**src/rtl/controller_iram_arbiter.sv**
```systemverilog
// controller_iram_arbiter: two-port (instruction m0 / debug m1) arbiter onto a single-ported IRAM; optional IRAM_ARB_ROUND_ROBIN_EN selects round-robin instead of fixed m0 priority
module controller_iram_arbiter #(
   parameter int ADDR_W = 14,
   parameter int DEPTH  = 10240
) (
   input  logic              clk,
   input  logic              reset,
   input  logic [ADDR_W-1:0] m0_address,
   input  logic              m0_read,
   output logic              m0_waitrequest,
   output logic [31:0]       m0_readdata,
   output logic              m0_readdatavalid,
   input  logic [ADDR_W-1:0] m1_address,
   input  logic              m1_read,
   input  logic              m1_write,
   input  logic [31:0]       m1_writedata,
   input  logic [3:0]        m1_byteenable,
   output logic              m1_waitrequest,
   output logic [31:0]       m1_readdata,
   output logic              m1_readdatavalid,
   output logic [ADDR_W-1:0] ram_address,
   output logic [3:0]        ram_byteenable,
   output logic              ram_chipselect,
   output logic              ram_write,
   output logic              ram_debugaccess,
   output logic [31:0]       ram_writedata,
   output logic              ram_clken,
   input  logic [31:0]       ram_readdata,
   output logic              oor_err
);
   logic m0_act, m1_act, prio_m0, gnt_m0, gnt_m1, gnt, m1_wr, oor, rd;
   logic [ADDR_W-1:0] sel_addr;
   logic last_grant_q, rd_pend_q, rd_owner_q, rd_oor_q, clken_q, oor_err_q;

   // Grant selection and combinational steering of the winner onto the RAM port
   always_comb begin
      m0_act = m0_read;
      m1_act = m1_read | m1_write;
`ifdef IRAM_ARB_ROUND_ROBIN_EN
      prio_m0 = last_grant_q;
`else
      prio_m0 = 1'b1 | last_grant_q;
`endif
      gnt_m0 = ~reset & m0_act & (~m1_act | prio_m0);
      gnt_m1 = ~reset & m1_act & ~gnt_m0;
      gnt = gnt_m0 | gnt_m1;
      m1_wr = gnt_m1 & m1_write;
      sel_addr = gnt_m1 ? m1_address : m0_address;
      oor = gnt & ({{(32-ADDR_W){1'b0}}, sel_addr} >= 32'(DEPTH));
      rd = gnt & ~m1_wr;
      m0_waitrequest = ~reset & m0_act & ~gnt_m0;
      m1_waitrequest = ~reset & m1_act & ~gnt_m1;
      ram_address = gnt ? sel_addr : '0;
      ram_chipselect = gnt & ~oor;
      ram_write = m1_wr & ~oor;
      ram_debugaccess = m1_wr & ~oor;
      ram_byteenable = ~gnt ? 4'h0 : m1_wr ? m1_byteenable : 4'hF;
      ram_writedata = m1_wr ? m1_writedata : 32'h0;
      ram_clken = clken_q;
      m0_readdatavalid = rd_pend_q & ~rd_owner_q;
      m1_readdatavalid = rd_pend_q & rd_owner_q;
      m0_readdata = (m0_readdatavalid & ~rd_oor_q) ? ram_readdata : 32'h0;
      m1_readdata = (m1_readdatavalid & ~rd_oor_q) ? ram_readdata : 32'h0;
      oor_err = oor_err_q;
   end

   // Read-return tracking, last winner, clock enable and sticky out-of-range flag
   always_ff @(posedge clk or posedge reset) begin
      if (reset) begin
         last_grant_q <= 1'b1;
         rd_pend_q <= 1'b0;
         rd_owner_q <= 1'b0;
         rd_oor_q <= 1'b0;
         clken_q <= 1'b0;
         oor_err_q <= 1'b0;
      end else begin
         clken_q <= 1'b1;
         rd_pend_q <= rd;
         rd_owner_q <= gnt_m1;
         rd_oor_q <= oor;
         if (gnt) last_grant_q <= gnt_m1;
         if (oor) oor_err_q <= 1'b1;
      end
   end
endmodule

```
**config.mk**
```make
export PLATFORM = sky130hd
export DESIGN_NAME = controller_iram_arbiter
export DESIGN_NICKNAME = d
export VERILOG_FILES = /design/src/rtl/controller_iram_arbiter.sv
export SDC_FILE = /design/constraint.sdc
export NUM_CORES = 1
export LEC_CHECK = 0
export BUFFER_PORTS_ARGS = -buffer_cell sky130_fd_sc_hd__buf_2
export CORE_AREA = 2 2 87 89
export CTS_BUF_LIST = sky130_fd_sc_hd__clkbuf_16
export CTS_CLUSTER_SIZE = 24
export DETAILED_ROUTE_END_ITERATION = 12
export DIE_AREA = 0 0 89 91
export SLEW_MARGIN = 25
export SYNTH_ARGS = -nofsm -noshare
export SYNTH_HDL_FRONTEND = slang
export SYNTH_SLANG_ARGS = --single-unit
```
**constraint.sdc**
```tcl
create_clock -name clk -period 1.47 [get_ports clk]
set_clock_uncertainty 0.15 [all_clocks]
set_input_delay 0.147 -clock clk [delete_from_list [all_inputs] [get_ports clk]]
set_output_delay 0.147 -clock clk [all_outputs]
set_load 0.02 [all_outputs]
```
; ---- Word-level counts from Yosys, hierarchy flattened
; Cells that the tools add are included.
; W data, S select, Z words.
[op_classes]
order_cmp = 1
mux = 7
bitwise = 22
[ops]
columns = cell, n
row1 = $mux W32, 3
row2 = $mux W14, 2
row3 = $ge A14 B14 Y1 const B, 1
row4 = $and A1 B1 Y1, 13
row5 = $mux W4, 2
row6 = $not A1 Y1, 7
row7 = $or A1 B1 Y1, 2
[word_totals]
reg_bits = 5
inputBits = 101
out_inout_bits = 123
elab_cells = 35

; ---- Logic depth before layout (Yosys ltp)
; Gate-level depths: netlist of the first run.
[logic_depth]
ltp_word = 9
depth_mapped = 7
mapped_depth_nobuf = 3

; ---- Worst setup path after synthesis of the first run
; OpenSTA, ideal clock, no wires.
[synth_timing]
kind = in2out
start = input port m0_read
end = output port ram_write
arrival_ns = 1.306
required_ns = 1.173
path_slack_ns = -0.133
path_stages = 5
path_buffers = 2
path_cell_list = clkbuf_2 > or2_1 > nor4_2 > o41a_1 > buf_4
[synth_via]
elab_chain_cells = 8
word_cells_on_any_way = 10
cone_classes = 1 x order compare / 1 x mux / 8 x bitwise
[synth_rtl]
columns = item, line
row1 = start: declaration, 9  ; input logic m0_read,
row2 = $and A1 B1 Y1 *, 44  ; gnt_m0 = ~reset & m0_act & (~m1_act | prio_m0);
row3 = $not A1 Y1, 45  ; gnt_m1 = ~reset & m1_act & ~gnt_m0;
row4 = $and A1 B1 Y1, 45
row5 = $mux W14, 48  ; sel_addr = gnt_m1 ? m1_address : m0_address;
row6 = $ge A14 B14 Y1, 49  ; oor = gnt & ({{(32-ADDR_W){1'b0}}, sel_addr} >= 32'(DEPTH));
row7 = $and A1 B1 Y1, 49
row8 = $not A1 Y1, --
row9 = $and A1 B1 Y1 *, --
row10 = end: declaration, 24  ; output logic ram_write,
; Mark *: on every way between the ends. The rest lies on a longest branch, timed or not.

; ---- Worst setup path after layout of the first run
[layout_timing]
start = register rd_oor_q
end = output port m0_readdata[3]
[layout_via]
elab_chain_cells = 3
[layout_rtl]
columns = item, line
row1 = start: declaration, 33  ; logic last_grant_q, rd_pend_q, rd_owner_q, rd_oor_q, clken_q, oor_err_q;
row2 = start signal: assignment, 80  ; rd_oor_q <= oor;
row3 = $not A1 Y1, 62  ; m0_readdata = (m0_readdatavalid & ~rd_oor_q) ? ram_readdata : 32'h0;
row4 = $and A1 B1 Y1, 62
row5 = $mux W32, 62
row6 = end: declaration, 11  ; output logic [31:0] m0_readdata,
; No other way between the ends.

==> summary.md, run 1 <==
Run status
• **status** finished with violations
• **failing checks** negative setup slack

Critical path
• **data arrival at the endpoint of the critical path** 1360 ps
• **crit start category** register
• **launching instance or port of the critical path** rd_oor_q
• **worst reg-to-reg path cell count** 2
• **endpoint required time on the critical path** 1170 ps
• **highest fanout seen on the critical path** 32
• **kind of critical path** register to output pin
• **reg-to-reg endpoint** oor_err
• **capturing instance or port of the critical path** m0_readdata[3]
• **slack of the worst reg-to-reg path** 710 ps
• **delay of the slowest cell on the worst path** 380 ps
• **WP depth** 4
• **Largest delay share family, worst path** simple AND/OR/NAND/NOR gates
• **Reg2Reg Launch Point** oor_err
• **kind of end point of the critical path** output pin
• **ordered cell list for the critical path** nor3b_2 -> buf_12 -> and2_1 -> buf_6
• **crit path max-delay cell type** dfrtp_1
• **Critical path buffers and inverters** 2

Place
• **placement-stage cell area** 2680 um^2
• **worst setup timing slack at the placement stage** -200 ps
• **detailed placer's ending HPWL** 5400 um
• **number of buffers inserted by port buffering** 222
• **Placer Congestion** 0.744
• **dpl cells** 525

Clock tree
• **clock tree from TritonCTS** yes
• **maximum number of buffers from clock root to sink** 2
• **worst-skew pair later-pin latency** 220 ps
• **total CTS buffers** 3
• **Clk Tree Root Cell** clkbuf_16
• **CTS H-Tree Depth** 1
• **clock-pin transition on the worst setup and hold timing paths** 30 ps
• **number of sinks driven by the clock tree** 5
• **hold buffer count at cts** 0

Floorplan
• **floorplan core area** 7140 um^2
• **Starting Density** 0.180
• **Die Area** 8100 um^2
• **Die H** 91 um
• **I/O pins** 224
• **horizontal extent of the die** 89 um
• **count of standard-cell rows** 31

Pwr
• **clock share of power** 0.275
• **maximum resistive drop on vdd** 0.286 mV
• **static power due to leakage** 1.98 nW
• **power dissipated by switching net loads** 0.000580 W
• **net switching share of the total power** 0.370
• **relative contribution of combinational cells to total power** 0.630
• **sequential cell fraction of total power** 0.095
• **power density of the placed cells** 442 nW/um^2
• **final total power** 0.00157 W
• **cell internal pwr** 0.000989 W

Routing
• **post-route antenna net violation count** 0
• **average wire length per cell after detail routing** 13.6 um
• **sum of routed wire length over all layers** 7350 um
• **average via count per standard cell** 4.40
• **drt drc** 0
• **Initial DRT Pass Iterations** 4
• **total via count after detailed routing** 2378
• **drt initial violations** 44

Synthesis
• **cell count after synthesis** 202
• **number of register bits inferred by synthesis** 5
• **cell with the most instances after synthesis** and2_1
• **total standard cell area after synthesis** 1290 um^2
• **Net Count, Synth** 303
• **total number of yosys warnings** 0
• **portion of the post-synthesis area used by sequential elements** 0.0972
• **share of synthesized flip-flops with an asynchronous set or reset** 1.00
• **cell types occupying the most area after synthesis** and2_1 (32%), and3_1 (16%), dfrtp_1 (9.7%)
• **number of enable flip-flop cells after synthesis** 0
• **top cell type by total area after synthesis** and2_1
• **share of Yosys cell area claimed by the top area cell type** 0.316
• **Avg Cell Area, Syn** 6.37 um^2
• **flip-flop cell with the highest count after synthesis** dfrtp_1
• **library cells used by synthesis** 30
• **most numerous cell types in the synthesized netlist** and2_1 (65), and3_1 (33), a21oi_1 (18)

Final layout
• **Layout Cell Area excl Fill** 3550 um^2
• **final std cells w/o fill** 540
• **Synth-to-Final Area Change** 176%
• **layout cells sized above 1** 0.703
• **layout filler cell count** 662
• **number of nets in the layout** 540
• **fin util** 0.497

STA
• **fin crit share** 1.12
• **final period demand of the worst path** 1650 ps
• **unrepaired setup endpoints after global routing** yes
• **final slew viol count** 0
• **hold violation count in the final report** 0
• **# setup viols final** 83
• **peak clock frequency supported by timing** 605 MHz
• **post-route worst setup slack** -183 ps

Global route
• **Global Route Usage Sum** 0.160
• **number of global-route vias before repair** 2220
• **final global-route overflow total** 0
• **antenna violations before repair** 3
• **wire length of the first global-routing pass** 10600 um
• **pin count of the biggest net entering global routing** 36

Run
• **number of max-capacitance violations reported** 0

Worst hold path
• **Hold Path Class** input pin to asynchronous set/reset pin

==> kinds of logic after synthesis <==
family,Yosys count,synth area share
DFF,5,0.0972
and+or+nand+nor,128,0.607
buffers and inverters,30,0.118
other,2,0.00583
AOI/OAI and AO/OA,37,0.172
==> repair_timing <==
item,4_1_cts,5_1_grt
gates resized for setup,148,78
setup buffers,9,0
pin swaps,22,6
gates cloned,2,0
endpoints found under the setup margin,85,85
==> sequential cells by signal, indices dropped and copies added (netlist names) <==
| signal | flops |
|---|---|
| rd_pend_q | 1 |
| rd_owner_q | 1 |
| rd_oor_q | 1 |
| oor_err | 1 |
| ram_clken | 1 |
==> cell type report <==
type,count,area [um^2],area share
Multi-Input combinational cell,167,1230,0.346
Antenna cell,3,7.51,0.00211
Tap cell,99,124,0.0349
Clock inverter,1,3.75,0.00106
Timing Repair Buffer,256,1960,0.553
Sequential cell,5,125,0.0352
Inverter,6,22.5,0.00634
Clock buffer,3,75.1,0.0211
==> cell usage in the layout (no fill, tap or decap), types with 4 or more instances in the layout <==
master / n
dfrtp_1: 5
and2_1: 44
inv_1: 7
nor2_1: 4
buf_12: 4
o21ai_1: 6
buf_6: 83
o21ai_0: 8
buf_2: 137
buf_4: 29
a21oi_4: 7
and3_1: 33
a21oi_2: 10
and2_4: 21
nand3_1: 12
==> routing by layer <==
| layer | vias to the layer above | global-route usage | routed length, um |
|---|---|---|---|
| li1 | 1150 | - | - |
| met1 | 1080 | 0.176 | 2660 |
| met2 | 140 | 0.299 | 3720 |
| met3 | 8 | 0.0418 | 873 |
| met4 | 0 | 0.0348 | 92 |
| met5 | - | 0 | 0 |
==> worst reg2reg max path: cells and delay by family, from the launching register on <==
family,cells,cell delay [ps]
DFF,1,370
buffers and inverters,1,70
AOI/OAI and AO/OA,1,60
==> how the worst min path moves through the flow <==
| stage | to | slack, ps | depth (start not counted) |
|---|---|---|---|
| after floorplan | oor_err | -30 | 2 |
| after global placement | oor_err | 250 | 4 |
| after detailed placement | rd_oor_q | 250 | 4 |
| after CTS | rd_pend_q | 20 | 4 |
| after global routing | rd_pend_q | 60 | 4 |
| final | rd_pend_q | 30 | 4 |
==> power groups by stage <==
stage          clock [W]  combinational, W  sequential, W
5_1_grt         0.000454           0.00106       0.000150
4_1_cts         0.000439          0.000904       0.000149
3_5_place_dp           0          0.000756       0.000151
6_report        0.000432          0.000988       0.000149
3_3_place_gp           0          0.000750       0.000150
2_1_floorplan          0          0.000407       0.000152
==> through the flow <==
| stage | hold WS [ps] | setup TNS (ps) |
|---|---|---|
| 2_1_floorplan | -27.5 | -128 |
| 3_3_place_gp | 251 | -1260 |
| 3_5_place_dp | 246 | -1960 |
| 4_1_cts | 24.3 | -11470 |
| 5_1_grt | 57.1 | -15980 |
| 6_report | 25.5 | -11020 |
(Power assumes the default switching activity.)
==> run 2, diff against run 1 <==
==> constraint.sdc (replaced) <==
create_clock -name clk -period 1.6 [get_ports clk]
set_clock_uncertainty 0.15 [all_clocks]
set_input_delay 0.16 -clock clk [delete_from_list [all_inputs] [get_ports clk]]
set_output_delay 0.16 -clock clk [all_outputs]
set_load 0.02 [all_outputs]
==> run 2 against run 1 <==
Effect of this change:
- the run still ends with negative setup slack left
- hold slack improved by 160 ps
- worst setup slack gained 74 ps
- clock power shrank 7.4%
- critical path depth increased by 1
- sequential cell count unchanged
- via count is 4.3% lower
- first-iteration DRC count is 27% higher
- largest power group unchanged
- critical endpoint is now m0_readdata[16]
- combinational power decreased by 18%
==> summary.md, run 2 (synthesis results as in run 1) <==
Run status
• **status** finished with violations
• **failing checks** negative setup slack

Critical path
• **endpoint required time on the critical path** 1290 ps, +120 ps
• **delay of the slowest cell on the worst path** 400 ps, +20 ps
• **crit path max-delay cell type** dfrtp_1
• **kind of critical path** register to output pin
• **highest fanout seen on the critical path** 16, -50%
• **kind of end point of the critical path** output pin
• **launching instance or port of the critical path** rd_oor_q
• **ordered cell list for the critical path** nor3b_4 -> buf_6 -> buf_12 -> and2_1 -> buf_6
• **Reg2Reg Launch Point** oor_err
• **crit start category** register
• **data arrival at the endpoint of the critical path** 1400 ps, +40 ps
• **dominant cell type by count on the critical path** buf_6

Clock tree
• **number of sinks driven by the clock tree** 5, unchanged
• **worst-skew pair later-pin latency** 230 ps, about the same
• **clock-pin transition on the worst setup and hold timing paths** 30 ps, about the same
• **Clk Tree Root Cell** clkbuf_16
• **total CTS buffers** 3, unchanged
• **clock tree from TritonCTS** yes
• **maximum number of buffers from clock root to sink** 2, unchanged
• **CTS H-Tree Depth** 1, unchanged

Routing
• **total via count after detailed routing** 2275, -4.3%
• **drt drc** 0, unchanged
• **average via count per standard cell** 4.33, -1.6%
• **sum of routed wire length over all layers** 6950 um, -5.4%
• **Initial DRT Pass Iterations** 4, unchanged
• **post-route antenna net violation count** 0, unchanged
• **average wire length per cell after detail routing** 13.2 um, -2.7%
• **drt initial violations** 56, +27%

Global route
• **antenna violations before repair** 1, -2
• **number of global-route vias before repair** 2077, -6.4%
• **wire length of the first global-routing pass** 9740 um, -7.7%
• **Global Route Usage Sum** 0.149, -0.0109
• **final global-route overflow total** 0, unchanged
• **pin count of the biggest net entering global routing** 36, unchanged

Pwr
• **maximum resistive drop on vdd** 0.273 mV, -4.8%
• **power density of the placed cells** 425 nW/um^2, -3.8%
• **static power due to leakage** 1.87 nW, -5.7%

Final layout
• **Synth-to-Final Area Change** 146%
• **most common library cell in the layout ignoring fill and taps** buf_2
• **layout cells sized above 1** 0.635, -0.0679
• **most used cells in the layout excluding fill and tap cells** buf_2 (158), buf_6 (62), and2_1 (49), and3_1 (33), a21oi_1 (18)
• **number of nets in the layout** 527, -2.4%
• **Layout Cell Area excl Fill** 3170 um^2, -11%

STA
• **peak clock frequency supported by timing** 585 MHz
• **hold violation count in the final report** 0, unchanged
• **final slew viol count** 0, unchanged
• **fin crit share** 1.07
• **# setup viols final** 64, -23%
• **post-route worst setup slack** -108 ps, +74.4 ps
• **unrepaired setup endpoints after global routing** yes
• **final period demand of the worst path** 1710 ps

Place
• **placement-stage cell area** 2560 um^2, -4.4%
• **worst setup timing slack at the placement stage** -28.9 ps, +172 ps
• **number of buffers inserted by port buffering** 222, unchanged
• **Placer Congestion** 0.774, +4.1%
• **detailed placer's ending HPWL** 5500 um, +1.8%

Worst hold path
• **Hold Path Class** input pin to register
• **critical hold path startpoint** reset

Floorplan
• **Die Area** 8100 um^2, unchanged
• **count of standard-cell rows** 31, unchanged
• **horizontal extent of the die** 89 um, unchanged
• **floorplan core area** 7140 um^2, unchanged
• **Starting Density** 0.180, unchanged
• **I/O pins** 224, unchanged
• **Die H** 91 um, unchanged

Run
• **number of max-capacitance violations reported** 0, unchanged

run 2: report_power, final:
part | internal [W] | switching [W]
registers | 0.000133 | 0.00000525
clock network | 0.000323 | 0.0000773
logic | 0.000396 | 0.000415
total | 0.000852 | 0.000497
run 2: layout make-up:
| cell class | instances | area (um^2) |
|---|---|---|
| antenna | 1 | 2.50 |
| multi-input combinational | 167 | 1090 |
| tap | 99 | 124 |
| clock inverter | 1 | 3.75 |
| inverter | 6 | 22.5 |
| timing repair buffer | 243 | 1730 |
| fill | 732 | 3970 |
| sequential | 5 | 125 |
| clock buffer | 3 | 75.1 |
run 2: worst max-delay path, delay by kind of cell (launching register included):
kind	cells	cell delay, ps
buf+inv	3	410
simple gates	2	370
flops	1	400
run 2: what timing repair did:
item	CTS	global route
hold endpoints to repair	5	0
hold buffers	1	0
gates resized for setup	84	70
endpoints found under the setup margin	66	69
cloned	1	0
setup buffers	2	0
pin swaps	2	0
run 2: stage by stage:
stage | power, W | TNS (ps) | utilization | hold slack, ps | cells
after floorplan | 0.000500 | -14.5 | - | -14.5 | 202
after global placement | 0.000793 | 0 | 0.359 | 118 | 516
after detailed placement | 0.000800 | -57.2 | 0.359 | 119 | 516
after CTS | 0.00130 | -3230 | 0.413 | 177 | 524
after global routing | 0.00143 | -7030 | 0.444 | 228 | 524
final | 0.00135 | -4100 | 0.444 | 181 | 525
run 2: layer usage:
metal,global-route usage,up-vias,part of all wire
li1,-,1121,-
met1,0.173,1016,0.38
met2,0.283,136,0.51
met3,0.0218,2,0.10
met4,0.0261,0,0.0027
met5,0,-,0
run 2: path summary, 6_finish.rpt:
path	to	slack, ps	depth (start not counted)
worst max-delay path	m0_readdata[16]	-110	5
worst min-delay path	rd_oor_q	180	3
worst max register to register	oor_err	840	2
worst min register to register	oor_err	320	2
max in group asynchronous	rd_oor_q	640	4
min in group asynchronous	oor_err	470	4
